$ cat src/rtl/mux16_scan_ctrl.sv
// mux16_scan_ctrl
//    Scan sequencer wrapped around an external 16-to-1 mux. A Start in IDLE
//    latches the channel mask. The block then steps the registered select S16
//    through each enabled channel in ascending order. At each channel it waits
//    SETTLE extra cycles and then samples the mux output f. When the last
//    enabled channel has been sampled, the assembled word is published on Q and
//    Done pulses for one cycle.
//
//    Parameter
//       SETTLE  extra wait cycles per channel before sampling f (0..7)
//    Ports
//       Clock   in   rising-edge clock
//       Resetn  in   asynchronous active-low reset
//       Start   in   scan request, accepted only in IDLE
//       Mask    in   [0:15] channel enables, latched on accept
//       f       in   mux output
//       S16     out  registered mux select
//       Q       out  [0:15] result word, Q[i] is f sampled while S16 == i
//       Busy    out  high in SCAN and DONE
//       Done    out  one-cycle pulse on the cycle Q is updated
//       Valid   out  Q holds a completed scan
//
//    state    | meaning
//    ---------+-------------------------------------------------------------
//    ST_IDLE  | waiting for Start; S16 parked at 0
//    ST_SCAN  | counting settle cycles / sampling f on the current channel
//    ST_DONE  | single cycle: Q just updated, Done and Busy high

module mux16_scan_ctrl #(
   parameter int unsigned SETTLE = 1
) (
   input  logic        Clock,
   input  logic        Resetn,
   input  logic        Start,
   input  logic [0:15] Mask,
   input  logic        f,
   output logic [3:0]  S16,
   output logic [0:15] Q,
   output logic        Busy,
   output logic        Done,
   output logic        Valid
);

   typedef enum logic [1:0] {
      ST_IDLE = 2'd0,
      ST_SCAN = 2'd1,
      ST_DONE = 2'd2
   } state_e;

   localparam logic [2:0] SETTLE_C = 3'(SETTLE);

   state_e      state_q, state_d;
   logic [0:15] mask_q,  mask_d;
   logic [0:15] cap_q,   cap_d;
   logic [0:15] q_q,     q_d;
   logic [2:0]  cnt_q,   cnt_d;
   logic [3:0]  sel_q,   sel_d;
   logic        valid_q, valid_d;

   // Lowest enabled channel of the incoming mask (used on accept).
   logic [3:0]  first_ch;
   // Lowest enabled channel of the latched mask strictly above the current select.
   logic [3:0]  next_ch;
   logic        next_found;

   always_comb begin
      first_ch = 4'd0;
      for (int i = 15; i >= 0; i--) begin
         if (Mask[i]) begin
            first_ch = 4'(i);
         end
      end
   end

   always_comb begin
      next_ch    = 4'd0;
      next_found = 1'b0;
      // Descending walk so the last hit is the lowest qualifying channel;
      // channels at or below the current select never qualify, so no wrap.
      for (int i = 15; i >= 0; i--) begin
         if (mask_q[i] && (i > int'(sel_q))) begin
            next_ch    = 4'(i);
            next_found = 1'b1;
         end
      end
   end

   always_comb begin
      state_d = state_q;
      mask_d  = mask_q;
      cap_d   = cap_q;
      q_d     = q_q;
      cnt_d   = cnt_q;
      sel_d   = sel_q;
      valid_d = valid_q;

      case (state_q)
         ST_IDLE: begin
            if (Start) begin
               mask_d  = Mask;
               cap_d   = '0;
               valid_d = 1'b0;
               if (|Mask) begin
                  sel_d   = first_ch;
                  cnt_d   = SETTLE_C;
                  state_d = ST_SCAN;
               end else begin
                  // Empty scan completes at once; Valid must read 1 in DONE.
                  q_d     = '0;
                  valid_d = 1'b1;
                  state_d = ST_DONE;
               end
            end
         end

         ST_SCAN: begin
            if (cnt_q != 3'd0) begin
               cnt_d = cnt_q - 3'd1;
            end else begin
               cap_d[sel_q] = f;
               if (next_found) begin
                  sel_d = next_ch;
                  cnt_d = SETTLE_C;
               end else begin
                  // Publish including the sample taken on this edge.
                  q_d     = cap_d;
                  valid_d = 1'b1;
                  state_d = ST_DONE;
               end
            end
         end

         ST_DONE: begin
            sel_d   = 4'd0;
            state_d = ST_IDLE;
         end

         default: begin
            sel_d   = 4'd0;
            state_d = ST_IDLE;
         end
      endcase
   end

   always_ff @(posedge Clock or negedge Resetn) begin
      if (!Resetn) begin
         state_q <= ST_IDLE;
         mask_q  <= '0;
         cap_q   <= '0;
         q_q     <= '0;
         cnt_q   <= '0;
         sel_q   <= '0;
         valid_q <= 1'b0;
      end else begin
         state_q <= state_d;
         mask_q  <= mask_d;
         cap_q   <= cap_d;
         q_q     <= q_d;
         cnt_q   <= cnt_d;
         sel_q   <= sel_d;
         valid_q <= valid_d;
      end
   end

   assign S16   = sel_q;
   assign Q     = q_q;
   assign Busy  = (state_q != ST_IDLE);
   assign Done  = (state_q == ST_DONE);
   assign Valid = valid_q;

endmodule

$ cat config.mk
export PLATFORM = sky130hd
export DESIGN_NAME = mux16_scan_ctrl
export DESIGN_NICKNAME = d
export VERILOG_FILES = /design/src/rtl/mux16_scan_ctrl.sv
export SDC_FILE = /design/constraint.sdc
export NUM_CORES = 1
export LEC_CHECK = 0
export ABC_AREA = 1
export BUFFER_PORTS_ARGS = -buffer_cell sky130_fd_sc_hd__buf_2
export CORE_UTILIZATION = 50
export CTS_CLUSTER_DIAMETER = 50
export CTS_CLUSTER_SIZE = 28
export DETAILED_ROUTE_END_ITERATION = 12
export GPL_ROUTABILITY_DRIVEN = 0
export HOLD_SLACK_MARGIN = 0.05
export PLACE_DENSITY = 0.74
export SYNTH_ARGS = -nofsm -noshare
export SYNTH_HDL_FRONTEND = slang
export SYNTH_SLANG_ARGS = --single-unit
$ cat constraint.sdc
create_clock -name Clock -period 5.5 [get_ports Clock]
set_input_delay 0.55 -clock Clock [delete_from_list [all_inputs] [get_ports Clock]]
set_output_delay 0.55 -clock Clock [all_outputs]
set_load 0.05 [all_outputs]
==> flow_summary.json <==
{
  "status": "finished, final reports clean",
  "finalInstanceArea_mm2": 0.00351,
  "synthCells": 388,
  "finalHoldViolations": 0,
  "fp.dieH_um": 80.3,
  "async_reset_ff_frac": 1.00,
  "io_pins": 43,
  "root_buffer": "clkbuf_8",
  "synth_area_mm2": 0.00307,
  "max_stage_delay_ns": 0.68,
  "clkTransAtPathRegs_ns": 0.07,
  "grt_pass1_wl_mm": 11.6,
  "netlist.area_leader.share": 0.465,
  "die_x_um": 80.3,
  "clock_skew_ns": 0.00599,
  "io_buffers": 42,
  "crit_required_ns": 5.73,
  "synth_compound_area_frac": 0.175,
  "antenna_found_initial": 0,
  "globalRoute.totalOverflow": 0,
  "numClockSinks": 57,
  "diodes": 0,
  "synth.area.mux_share": 0.0294,
  "cts_hold_buf": 0,
  "cp_cell_sequence": "nor2_1 > nand2_1 > o21ai_2 > nand2_2 > a21oi_4 > inv_4 > nand2_1 > o21ai_2",
  "clockBufferDepth": 2,
  "rows": 28,
  "fin_tns_setup_ns": 0,
  "synth_edf_count": 0,
  "grt_pass1_vias": 2474,
  "yosys-top-cells-area": "dfrtp_1 (46%), nand2_1 (12%), o21ai_0 (5.2%)",
  "ys_seq_area_frac": 0.465,
  "vias_per_cell": 5.17,
  "dr.first_iter.drc_count": 164,
  "crit_type": "flop to flop",
  "hold-worst-slack_ns": 0.327,
  "syn_to_final_growth_pct": 14.4,
  "critical_path.slowest_cell": "o21ai_2",
  "worst_setup_path_end_kind": "flop",
  "die_area_mm2": 0.00645,
  "slew_headroom": 0.256,
  "setup_violations": 0,
  "avgSynthCellArea_um2": 7.91,
  "synth_top_cell_by_area": "dfrtp_1",
  "max_cap_viol_count": 0,
  "synth_common_cells": "nand2_1 (96), dfrtp_1 (57), inv_1 (42)",
  "dp_hpwl_mm": 4.91,
  "dr.pass1.iters": 4,
  "synth_fa_ha_area_frac": 0.00816,
  "synth_top_family_by_area": "simple AND/OR/NAND/NOR gates",
  "period_minus_slack_ns": 2.96,
  "ant_nets": 0,
  "tightest_slew_ns": 1.12,
  "ys_warn_count": 0,
  "h-tree-depth": 3,
  "path_max_fanout": 30,
  "synth-simple-area-share": 0.242,
  "wirelength_mm": 6.83,
  "post-route-period-util": 0.539,
  "yosysUniqueCellTypes": 36,
  "core-area_mm2": 0.00592,
  "final_util": 0.593,
  "drv_slew": 0,
  "syn_nets": 410,
  "cp.arrival_ns": 3.20,
  "synth-main-ff-cell": "dfrtp_1",
  "cts_buffers": 9,
  "hp-class": "primary input to async pin",
  "n_fill_cell": 560,
  "grtUsageTotal": 0.242,
  "cp-start-kind": "flop",
  "clk_latency_ns": 0.35,
  "drive_gt1_frac": 0.230,
  "synth_xor_area_frac": 0,
  "fmax_mhz": 337,
  "yosysMostFrequentCell": "nand2_1",
  "start_util": 0.518,
  "place_area_mm2": 0.00331,
  "postCtsSetupBuffers": 0,
  "num_vias": 2637,
  "route.detailed.drc": 0,
  "final_nets": 452,
  "grt_max_degree": 58,
  "cts_tree": "yes",
  "grt_setup_unrepaired": "no",
  "cts-resized-gates": 0,
  "ys_ff_latch": 57,
  "routedWlPerCell_um": 13.4
}
==> metal layers <==
layer  up-vias  GRT usage  wire length, µm
met4         0     0.0857               77
met2        56      0.393             3220
met3         9     0.0591              285
met5         -          0                0
li1       1355          -                -
met1      1217      0.314             3240
==> state kept, by name (all words and copies together), names as in the netlist <==
register,cells
cnt_q,3
cap_q,16
mask_q,15
state_q,2
Valid,1
Q,16
S16,4
==> path summary, 6_finish.rpt <==
check	from	endpoint	slack, ns	cells after the start
worst max-delay path	state_q[0]$_DFFE_PN0P_	Q[4]$_DFFE_PN0P_	2.54	8
worst min-delay path	Resetn	Q[1]$_DFFE_PN0P_	0.33	2
worst max register to register	state_q[0]$_DFFE_PN0P_	Q[4]$_DFFE_PN0P_	2.54	8
worst min register to register	Q[14]$_DFFE_PN0P_	Q[14]$_DFFE_PN0P_	0.47	2
max in group asynchronous	Resetn	mask_q[9]$_DFFE_PN0P_	4.70	2
min in group Clock	Q[14]$_DFFE_PN0P_	Q[14]$_DFFE_PN0P_	0.47	2
==> worst max-delay path, delay by kind of cell (launching register included) <==
family                 cells  cell delay, ns
AO/OA/AOI/OAI              3            1.05
AND/OR/NAND/NOR            4            1.22
buffers and inverters      1            0.19
flip-flops                 1            0.39
==> stage by stage <==
step	setup slack, ns	std cells
finish	2.54	510
global route	2.19	510
CTS	2.52	510
detailed placement	2.54	494
global placement	2.68	494
floorplan	3.02	388
==> placed cells by master, fill, tap and decap left out, types with 6 or more instances in the layout <==
| master | n |
|---|---|
| nor2_1 | 39 |
| inv_1 | 42 |
| a311oi_1 | 6 |
| a21oi_1 | 27 |
| o21ai_2 | 9 |
| clkbuf_8 | 9 |
| o21ai_0 | 32 |
| nand3_1 | 13 |
| nand2_1 | 96 |
| dfrtp_1 | 57 |
| mux2_2 | 8 |
| nand2_2 | 11 |
| buf_2 | 42 |
==> cell type report <==
cell class,count,area [µm²],share of cell area
clock inverter,7,71.3,0.0203
inverter,48,183,0.0520
tap,75,93.8,0.0267
timing repair buffer,43,218,0.0620
clock buffer,9,124,0.0353
sequential,57,1430,0.406
multi-input combinational,271,1390,0.397
==> cells by family after synthesis <==
family | Yosys count
simple gates | 172
compound gates | 89
buf+inv | 60
flops | 57
mux | 8
fa+ha+maj | 2
Power is not shown: default switching activity piles up to over one toggle a cycle in this logic, so the estimate is an artifact.
